[src/rtl/sram_delay_sequencer_if.sv]
// sram_delay_sequencer_if: sample stream and SPI controller signals of the delay-line sequencer
interface sram_delay_sequencer_if #(
  parameter int ADDR_W  = 16,
  parameter int DATA_W  = 16,
  parameter int FRAME_W = 48
);
  logic               sample_valid;
  logic [DATA_W-1:0]  sample_in;
  logic [ADDR_W-1:0]  delay;
  logic [DATA_W-1:0]  sample_out;
  logic               out_valid;
  logic               busy;
  logic               overrun;
  logic               spi_cs;
  logic [FRAME_W-1:0] spi_tx_data;
  logic [FRAME_W-1:0] spi_rx_data;
  logic               spi_done;
  modport master (
    output sample_valid, sample_in, delay, spi_rx_data, spi_done,
    input  sample_out, out_valid, busy, overrun, spi_cs, spi_tx_data
  );
  modport slave (
    input  sample_valid, sample_in, delay, spi_rx_data, spi_done,
    output sample_out, out_valid, busy, overrun, spi_cs, spi_tx_data
  );
endinterface

[src/rtl/sram_delay_sequencer.sv]
// sram_delay_sequencer: per-sample SPI SRAM write-then-read sequencer for a delay line
module sram_delay_sequencer #(
  parameter int ADDR_W  = 16,
  parameter int DATA_W  = 16,
  parameter int FRAME_W = 48
) (
  input logic clk,
  input logic nrst,
  sram_delay_sequencer_if.slave bus
);
  typedef enum logic [2:0] {
    IDLE, WR_SETUP, WR_START, WR_WAIT, RD_SETUP, RD_START, RD_WAIT, RD_CAPTURE
  } state_t;
  state_t state;
  logic [ADDR_W-1:0] wr_ptr;
  logic [ADDR_W-1:0] dly;
  logic [DATA_W-1:0] smp;
  logic seen_busy;
  logic [ADDR_W-1:0] rd_ptr;
  // wr_ptr has already advanced past the written word when the read frame is built
  assign rd_ptr = wr_ptr - ADDR_W'(1) - dly;
  function automatic logic [23:0] byte_addr(input logic [ADDR_W-1:0] p);
    return 24'({p, 1'b0});
  endfunction
  // Sequencer FSM: write frame, read frame, capture one cycle after the read completes
  always_ff @(posedge clk or negedge nrst) begin
    if (!nrst) begin
      state           <= IDLE;
      wr_ptr          <= '0;
      dly             <= '0;
      smp             <= '0;
      seen_busy       <= 1'b0;
      bus.sample_out  <= '0;
      bus.out_valid   <= 1'b0;
      bus.busy        <= 1'b0;
      bus.overrun     <= 1'b0;
      bus.spi_cs      <= 1'b1;
      bus.spi_tx_data <= '0;
    end else begin
      bus.out_valid <= 1'b0;
      bus.overrun   <= bus.sample_valid && state != IDLE;
      case (state)
        IDLE: if (bus.sample_valid) begin
          smp      <= bus.sample_in;
          dly      <= bus.delay;
          bus.busy <= 1'b1;
          state    <= WR_SETUP;
        end
        WR_SETUP: begin
          bus.spi_tx_data <= {8'h02, byte_addr(wr_ptr), smp};
          state           <= WR_START;
        end
        RD_SETUP: begin
          bus.spi_tx_data <= {8'h03, byte_addr(rd_ptr), DATA_W'(0)};
          state           <= RD_START;
        end
        WR_START, RD_START: begin
          bus.spi_cs <= 1'b0;
          seen_busy  <= 1'b0;
          state      <= (state == WR_START) ? WR_WAIT : RD_WAIT;
        end
        WR_WAIT, RD_WAIT: if (seen_busy && bus.spi_done) begin
          bus.spi_cs <= 1'b1;
          if (state == WR_WAIT) wr_ptr <= wr_ptr + ADDR_W'(1);
          state <= (state == WR_WAIT) ? RD_SETUP : RD_CAPTURE;
        end else if (!bus.spi_done) begin
          seen_busy <= 1'b1;
        end
        RD_CAPTURE: begin
          bus.sample_out <= bus.spi_rx_data[DATA_W-1:0];
          bus.out_valid  <= 1'b1;
          bus.busy       <= 1'b0;
          state          <= IDLE;
        end
        default: state <= IDLE;
      endcase
    end
  end
endmodule

[src/flat_wrapper.sv]
// flat-port wrapper written by rule: the top's interface ports become plain ports
module sram_delay_sequencer_flat 
#(
  parameter int ADDR_W  = 16,
  parameter int DATA_W  = 16,
  parameter int FRAME_W = 48
)
  (clk, nrst, bus_sample_valid, bus_sample_in, bus_delay, bus_spi_rx_data, bus_spi_done, bus_sample_out, bus_out_valid, bus_busy, bus_overrun, bus_spi_cs, bus_spi_tx_data);
  sram_delay_sequencer_if #(.ADDR_W(ADDR_W), .DATA_W(DATA_W), .FRAME_W(FRAME_W)) bus_i ();
  input logic clk;
  input logic nrst;
  input wire logic [$bits(bus_i.sample_valid)-1:0] bus_sample_valid;
  input wire logic [$bits(bus_i.sample_in)-1:0] bus_sample_in;
  input wire logic [$bits(bus_i.delay)-1:0] bus_delay;
  input wire logic [$bits(bus_i.spi_rx_data)-1:0] bus_spi_rx_data;
  input wire logic [$bits(bus_i.spi_done)-1:0] bus_spi_done;
  output wire logic [$bits(bus_i.sample_out)-1:0] bus_sample_out;
  output wire logic [$bits(bus_i.out_valid)-1:0] bus_out_valid;
  output wire logic [$bits(bus_i.busy)-1:0] bus_busy;
  output wire logic [$bits(bus_i.overrun)-1:0] bus_overrun;
  output wire logic [$bits(bus_i.spi_cs)-1:0] bus_spi_cs;
  output wire logic [$bits(bus_i.spi_tx_data)-1:0] bus_spi_tx_data;
  assign bus_i.sample_valid = bus_sample_valid;
  assign bus_i.sample_in = bus_sample_in;
  assign bus_i.delay = bus_delay;
  assign bus_i.spi_rx_data = bus_spi_rx_data;
  assign bus_i.spi_done = bus_spi_done;
  assign bus_sample_out = bus_i.sample_out;
  assign bus_out_valid = bus_i.out_valid;
  assign bus_busy = bus_i.busy;
  assign bus_overrun = bus_i.overrun;
  assign bus_spi_cs = bus_i.spi_cs;
  assign bus_spi_tx_data = bus_i.spi_tx_data;
  sram_delay_sequencer #(.ADDR_W(ADDR_W), .DATA_W(DATA_W), .FRAME_W(FRAME_W)) u_core (.clk(clk), .nrst(nrst), .bus(bus_i));
endmodule
[config.mk]
export PLATFORM = sky130hd
export DESIGN_NAME = sram_delay_sequencer_flat
export DESIGN_NICKNAME = d
export VERILOG_FILES = /design/src/rtl/sram_delay_sequencer_if.sv /design/src/rtl/sram_delay_sequencer.sv /design/src/flat_wrapper.sv
export SDC_FILE = /design/constraint.sdc
export NUM_CORES = 1
export LEC_CHECK = 0
export CAP_MARGIN = 15
export CORE_MARGIN = 10
export CORE_UTILIZATION = 51
export DETAILED_ROUTE_END_ITERATION = 8
export PLACE_DENSITY = 0.86
export SLEW_MARGIN = 0
export SYNTH_ARGS = -nofsm -noshare
export SYNTH_HDL_FRONTEND = slang
export SYNTH_SLANG_ARGS = --single-unit
[constraint.sdc]
create_clock -name clk -period 2.95 [get_ports clk]
set_input_delay 0.4425 -clock clk [delete_from_list [all_inputs] [get_ports clk]]
set_output_delay 0.4425 -clock clk [all_outputs]
set_load 0.1 [all_outputs]
## After elaboration in Yosys (flattened, before gate mapping)

Cells that the tools add are included.

- Register bits: 120
- Bits of input ports: 84
- Output and inout bits: 68
- Logic and storage cells: 54

- $add $sub $neg: 3
- Eq/ne operators: 11
- Muxes and demuxes: 14
- Reductions and logical operators: 15

Operators with widths:

| operator | count |
|---|---|
| $pmux 48 s2 | 1 |
| $pmux 3 s6 | 1 |
| $add 16x1->16 const B | 1 |
| $sub 16x1->16 const B | 1 |
| $sub 16x16->16 | 1 |
| $eq 3x3->1 const B | 4 |
| $mux 3 | 3 |
| $reduce_and 2->1 | 4 |
| $eq 3x2->1 const B | 2 |
| $ne 2x2->1 const B | 3 |
| $pmux 1 s2 | 3 |
| $reduce_and 3->1 | 2 |
| $reduce_bool 2->1 | 3 |
| $mux 1 | 5 |
| $reduce_or 2->1 | 2 |
| $eq 3x1->1 const B | 1 |
| $logic_not 3->1 | 1 |
| $reduce_bool 3->1 | 1 |
| $logic_and 1x1->1 | 2 |
| $mux 2 | 1 |
| $ne 2x1->1 const B | 1 |

## Longest topological paths before layout

Gate-level depths: netlist of the first run.

- Depth in word-level cells: 4
- Gate-level depth with buffers: 10

## Worst setup path before layout of the first run

No wires, ideal clock.

- Kind: register -> register
- Start: register u_core.wr_ptr[0]
- End: register u_core.bus.spi_tx_data[25]
- Library setup time: 0.083 ns
- Arrival: 1.918 ns
- Data required time: 2.867 ns
- Setup slack: 0.949 ns
- Stages on the path, launching flop included: 10
- Buffers on the path: 0
- Period minus slack after synthesis: 2.001 ns
- Cell sequence: dfrtp_1 > ha_1 > inv_1 > fa_1 > nor2b_1 > o2111ai_1 > o211ai_1 > a21boi_0 > xor2_1 > o21ai_0

- Cells in the longest elaborated chain, start to end: 3

Ends and longest elaborated chain:

| item | line | text |
|---|---|---|
| start: declaration | sram_delay_sequencer.sv:15 | `logic [ADDR_W-1:0] wr_ptr;` |
| start signal: assignment | sram_delay_sequencer.sv:64 | `if (state == WR_WAIT) wr_ptr <= wr_ptr + ADDR_W'(1);` |
| $sub 16x1->16 | sram_delay_sequencer.sv:21 | `assign rd_ptr = wr_ptr - ADDR_W'(1) - dly;` |
| $sub 16x16->16 | sram_delay_sequencer.sv:21 |  |
| $pmux 48 s2 | sram_delay_sequencer.sv:42 | `case (state)` |
| end signal: assignment | sram_delay_sequencer.sv:50 | `bus.spi_tx_data <= {8'h02, byte_addr(wr_ptr), smp};` |
| end signal: assignment | sram_delay_sequencer.sv:54 | `bus.spi_tx_data <= {8'h03, byte_addr(rd_ptr), DATA_W'(0)};` |
| end: declaration | sram_delay_sequencer_if.sv:24 | `output sample_out, out_valid, busy, overrun, spi_cs, spi_tx_data` |

No other way between the ends. The select of a mux whose other input is x is not followed.
A chain may end at the register's enable or synchronous reset.

## Final worst setup path of the first run

Ends and elaborated chain as after synthesis.

==> impl_metrics.tcl, run 1 <==
set metrics [dict create \
    synth_top_area_share_pct 51.8 \
    r2r_slack_ns 0.50 \
    chipWidth_um 120 \
    clk_pin_slew_ns 0.11 \
    seq_area_frac_synth_pct 52.3 \
    grt-ovfl-total 0 \
    tns_ns 0 \
    critical_path_class "reg -> reg" \
    place_congestion 0.877 \
    hold_violations 0 \
    synth_top_area_cell "dfrtp_1" \
    crit_path_max_incr_delay_ns 0.46 \
    postRouteAntennaNets 0 \
    hold_path.class "in -> async" \
    numClockSinks 106 \
    antenna_found_initial 0 \
    timing.fmax_ghz 0.408 \
    cts_max_level 3 \
    async_flop_share_pct 100 \
    critPathLaunchType "register" \
    numPortBuffers 105 \
    path_max_fanout 5 \
    antenna_cells 0 \
    wl_per_cell_um 17.2 \
    cts_resized 0 \
    die_area_um2 14300 \
    first_pass_iters 5 \
    pin_count 152 \
    yosysUniqueCellTypes 54 \
    cp-end-kind "register" \
    coreArea_um2 9730 \
    fin_crit_sh_pct 83.0 \
    mostFrequentLayoutCell "dfrtp_1" \
    num_rows 36 \
    path_buf_inv 1 \
    holdBufCountCts 0 \
    drt_iter0_drc 197 \
    slew_violations 0 \
    synth_area_um2 5070 \
    path_cells "ha_1 -> inv_1 -> fa_1 -> nor2b_1 -> o2111ai_1 -> o211ai_1 -> a21boi_0 -> xor2_1 -> o21ai_0" \
    cts_buffer_depth 2 \
    cp_top_family "compound AO/OA/AOI/OAI gates" \
    fin_crit_ns 2.45 \
    critPathArrivalTime_ns 2.72 \
    synth.ff_latch_count 106 \
    die_h_um 120 \
    worst_pin_slew_ns 1.13 \
    fin_nets 645 \
    cts_tree "yes" \
    grt_first_pass_wirelength_um 19900 \
    cp_slowest_cell "dfrtp_1" \
    synth_edf_count 0 \
    fin_skew_ns 0.00654 \
    initial_core_util_pct 52.1 \
    post_drt_via_cell_ratio 5.36 \
    insertion_delay_ns 0.36 \
    grt.total_usage_pct 16.6 \
    reg2reg_from "u_core.wr_ptr[0]" \
    synthFlopType "dfrtp_1" \
    yosysWarnings 0 \
    area_growth_pct 24.0 \
    drt_wl_total_um 11600 \
    rsz0062_at_grt "false" \
    dp_hpwl_um 8850 \
    post_cts_buffers 0 \
    outcome "finished, final reports clean" \
    rr_worst_depth 9 \
    grt_max_degree 44 \
    drive_gt1_share_pct 26.8 \
    final_cell_mix "dfrtp_1 (105), buf_4 (62), mux2_2 (55), clkdlybuf4s50_1 (50), nand2_1 (35)" \
    drv_cap 0 \
    grt_pass1_vias 4069 \
    synth_area_leaders "dfrtp_1 (52%), mux2_2 (12%), ha_1 (4.9%)" \
    worstPathRequired_ns 3.22 \
    startpoint "u_core.wr_ptr[0]" \
    via_count 3634 \
    cts-root-buf "clkbuf_8" \
    drc_errors 0 \
    synth_cells 432 \
    setup_viol 0 \
    cts_made_buffers 9 \
    timing.slew.headroom_pct 24.7 \
    syn_area_per_cell_um2 11.7 \
    r2r-end "u_core.bus.spi_tx_data[25]" \
]
routing by layer:
layer / GRT usage [%] / vias to the layer above / wire length (um)
met1: 18.3 / 1774 / 4610
met4: 4.83 / 0 / 148
met3: 7.31 / 14 / 1170
met5: 0 / - / 0
met2: 28.6 / 156 / 5720
li1: - / 1690 / -
Yosys cell counts, types with 2 or more instances:
master and instances:
a21o_1 3, a21oi_1 17, a221o_1 2, a221oi_1 2, a22o_1 16, a22oi_1 7, and2_1 2, and3_1 2
buf_1 2, buf_2 5, buf_4 15, clkbuf_1 5, dfrtp_1 105, ha_1 20, inv_1 28, mux2_2 55
mux2i_1 2, nand2_1 35, nand2b_1 3, nand3_1 3, nand4_1 3, nor2_1 12, nor2_2 2, nor2b_1 3
o211ai_1 2, o21ai_0 24, o21ai_1 2, o31ai_1 2, xnor2_1 17, xor2_1 12
cell families (layout without fill, tap and decap cells):
family | after synthesis | count (layout) | share of synthesized area, %
buf+inv | 56 | 156 | 5.53
other cells | 1 | 14 | 0.0739
mux | 57 | 57 | 12.6
flops | 106 | 106 | 52.3
fa+ha+maj | 21 | 21 | 5.33
simple gates | 74 | 74 | 7.38
xor+xnor | 29 | 29 | 5.01
compound gates | 88 | 88 | 11.7
worst max path at each step:
stage                                       to  slack, ns  cells after the start
finish              u_core.bus.spi_tx_data[25]       0.50                      9
global route        u_core.bus.spi_tx_data[25]       0.39                      9
detailed placement  u_core.bus.spi_tx_data[25]       0.57                      9
CTS                 u_core.bus.spi_tx_data[25]       0.54                      9
global placement             u_core.wr_ptr[15]       0.67                      7
floorplan           u_core.bus.spi_tx_data[25]       0.95                      9
flip-flops by register name, indices dropped and copies added (netlist names):
name                    count
u_core.bus.spi_tx_data     34
u_core.bus.busy             1
u_core.bus.sample_out      16
u_core.seen_busy            1
u_core.bus.spi_cs           1
u_core.bus.out_valid        1
u_core.smp                 16
u_core.state                3
u_core.bus.overrun          1
u_core.dly                 16
u_core.wr_ptr              16
stage by stage:
step                instance area, um2  util [%]  setup slack [ns]  hold slack (ns)  std cells
global placement                  6080      62.5             0.668            0.454        662
finish                            6290      64.6             0.500           0.0558        678
detailed placement                6080      62.5             0.572            0.462        662
floorplan                         5120         -             0.949            0.147        445
CTS                               6290      64.6             0.539           0.0577        678
global route                      6290      64.6             0.388           0.0716        678
layout make-up:
cell class,count,area [um2]
Sequential cell,106,2650
Fill cell,763,3440
Inverter,28,105
Clock buffer,9,124
Timing Repair Buffer,112,966
Multi-Input combinational cell,283,2190
Clock inverter,7,83.8
Tap cell,133,166
Power of run 1 is not shown: default switching activity piles up to over one toggle a cycle in this logic, so the estimate is an artifact.
==> run 2: changes to the inputs <==
--- a/config.mk
+++ b/config.mk
@@ -7,9 +7,9 @@
 export LEC_CHECK = 0
 export CAP_MARGIN = 15
 export CORE_MARGIN = 10
-export CORE_UTILIZATION = 51
+export CORE_UTILIZATION = 47
 export DETAILED_ROUTE_END_ITERATION = 8
-export PLACE_DENSITY = 0.86
+export PLACE_DENSITY = 0.8
 export SLEW_MARGIN = 0
 export SYNTH_ARGS = -nofsm -noshare
 export SYNTH_HDL_FRONTEND = slang
==> constraint.sdc (replaced) <==
create_clock -name clk -period 2.4 [get_ports clk]
set_input_delay 0.36 -clock clk [delete_from_list [all_inputs] [get_ports clk]]
set_output_delay 0.36 -clock clk [all_outputs]
set_load 0.1 [all_outputs]
==> run 2 against run 1 <==
  * Clock skew grew 0.0038 ns
  * Non-clock buffer count grew 10
  * Worst hold slack gained 0.42 ns
  * First-iteration DRC count shrank 2.5%
  * Fmax grew 14%
  * Register-to-register slack lost 0.25 ns
  * Utilization shrank 2.9 points
  * Global-route usage shrank 0.97 points
  * Worst setup slack lost 0.25 ns
  * Flip-flop and latch count is the same
  * Wire length grew 1.2%
  * Sequential share of layout area shrank 0.90 points
==> impl_metrics.tcl, run 2 (synthesized netlist as in run 1, its figures left out) <==
set metrics [dict create \
    cts_max_level 3 \
    grt_first_pass_wirelength_um 19100 \
    coreArea_um2 10400 \
    critical_path_class "reg -> reg" \
    grt_max_degree 47 \
    place_congestion 0.881 \
    worstPathRequired_ns 2.68 \
    cp-end-kind "register" \
    cts_made_buffers 9 \
    drv_cap 0 \
    path_buf_inv 3 \
    clk_pin_slew_ns 0.10 \
    area_growth_pct 26.7 \
    hold_path.class "in -> async" \
    fin_crit_ns 2.15 \
    max_flop_register "u_core.bus.spi_tx_data" \
    grt-ovfl-total 0 \
    cts_buffer_depth 2 \
    via_count 3622 \
    drive_gt1_share_pct 28.1 \
    antenna_found_initial 0 \
    path_cells "inv_1 -> ha_1 -> inv_1 -> fa_1 -> nor2b_1 -> o2111ai_1 -> o211ai_1 -> buf_4 -> a21boi_0 -> xor2_1 -> o21ai_0" \
    grt_pass1_vias 3773 \
    placed_area_um2 6170 \
    grt.total_usage_pct 15.7 \
    rsz0062_at_grt "false" \
    chipWidth_um 124 \
    worst_pin_slew_ns 0.730 \
    hold_violations 0 \
    outcome "finished, final reports clean" \
    cts-root-buf "clkbuf_8" \
    drt_wl_total_um 11800 \
    postRouteAntennaNets 0 \
    die_h_um 124 \
    mostFrequentLayoutCell "dfrtp_1" \
    cp_slowest_cell "dfrtp_1" \
    fin_nets 655 \
    num_rows 37 \
    final_cell_mix "dfrtp_1 (105), buf_4 (69), mux2_2 (55), clkdlybuf4s50_1 (50), nand2_1 (35)" \
    dp_hpwl_um 8990 \
    layout.cells.non_filler 691 \
    setup_viol 0 \
    critPathLaunchType "register" \
    fin_skew_ns 0.0103 \
    crit_path_max_incr_delay_ns 0.38 \
    drt_iter0_drc 192 \
    final_area_um2 6430 \
    whs_ns 0.477 \
    pin_count 152 \
    fill_cells 843 \
    numPortBuffers 105 \
    drc_errors 0 \
    critPathArrivalTime_ns 2.43 \
    wl_per_cell_um 17.0 \
    slew_violations 0 \
    path_max_fanout 5 \
    fin_crit_sh_pct 89.6 \
    initial_core_util_pct 48.7 \
    cts_tree "yes" \
    post_drt_via_cell_ratio 5.24 \
    largest_reg_flops 34 \
    critPathMostFrequentCell "inv_1" \
    placed_cells 672 \
    timing.fmax_ghz 0.465 \
    numClockSinks 106 \
    timing.slew.headroom_pct 51.2 \
    cts_resized 0 \
    first_pass_iters 4 \
    antenna_cells 0 \
    die_area_um2 15300 \
    insertion_delay_ns 0.38 \
    cp_top_family "adder cells" \
    tns_ns 0 \
]
==> run 2: final cells by class <==
type	instances	area [um2]	share of cell area, %
Multi-Input combinational cell	283	2200	34.2
Inverter	28	105	1.64
Sequential cell	106	2650	41.3
Tap cell	136	170	2.65
Clock buffer	10	138	2.14
Timing Repair Buffer	122	1070	16.6
Clock inverter	6	96.3	1.50
==> run 2: what timing repair did <==
item | CTS | global route
setup buffers | 0 | 2
hold buffers | 1 | 0
endpoints found under the hold margin | 32 | 0
endpoints found under the setup margin | 0 | 4
==> run 2: path summary, 6_finish.rpt <==
| check | end | slack [ns] | cells after the start | start |
|---|---|---|---|---|
| min | u_core.bus.spi_tx_data[23] | 0.48 | 2 | nrst |
| max reg2reg | u_core.bus.spi_tx_data[25] | 0.25 | 11 | u_core.dly[0] |
| max in group asynchronous | u_core.bus.spi_tx_data[1] | 1.20 | 3 | nrst |
| min in group clk | u_core.bus.spi_tx_data[41] | 0.48 | 1 | u_core.bus.spi_tx_data[41] |
| min reg2reg | u_core.bus.spi_tx_data[41] | 0.48 | 1 | u_core.bus.spi_tx_data[41] |
| max | u_core.bus.spi_tx_data[25] | 0.25 | 11 | u_core.dly[0] |
==> run 2: routing by layer <==
metal | up-vias | part of all wire [%] | global-route usage [%] | routed length, um
met2 | 123 | 47 | 24.9 | 5550
met5 | - | 0 | 0 | 0
met3 | 13 | 11 | 7.33 | 1260
met1 | 1774 | 41 | 18.8 | 4840
met4 | 0 | 1.0 | 4.15 | 123
li1 | 1712 | - | - | -
==> run 2: per-stage QoR <==
stage | setup slack, ns | utilization, %
CTS | 0.100 | 61.6
finish | 0.249 | 61.7
detailed placement | 0.138 | 59.2
global placement | 0.156 | 59.2
floorplan | 0.399 | -
global route | 0.0895 | 61.7
Power of run 2 is left out for the same reason.
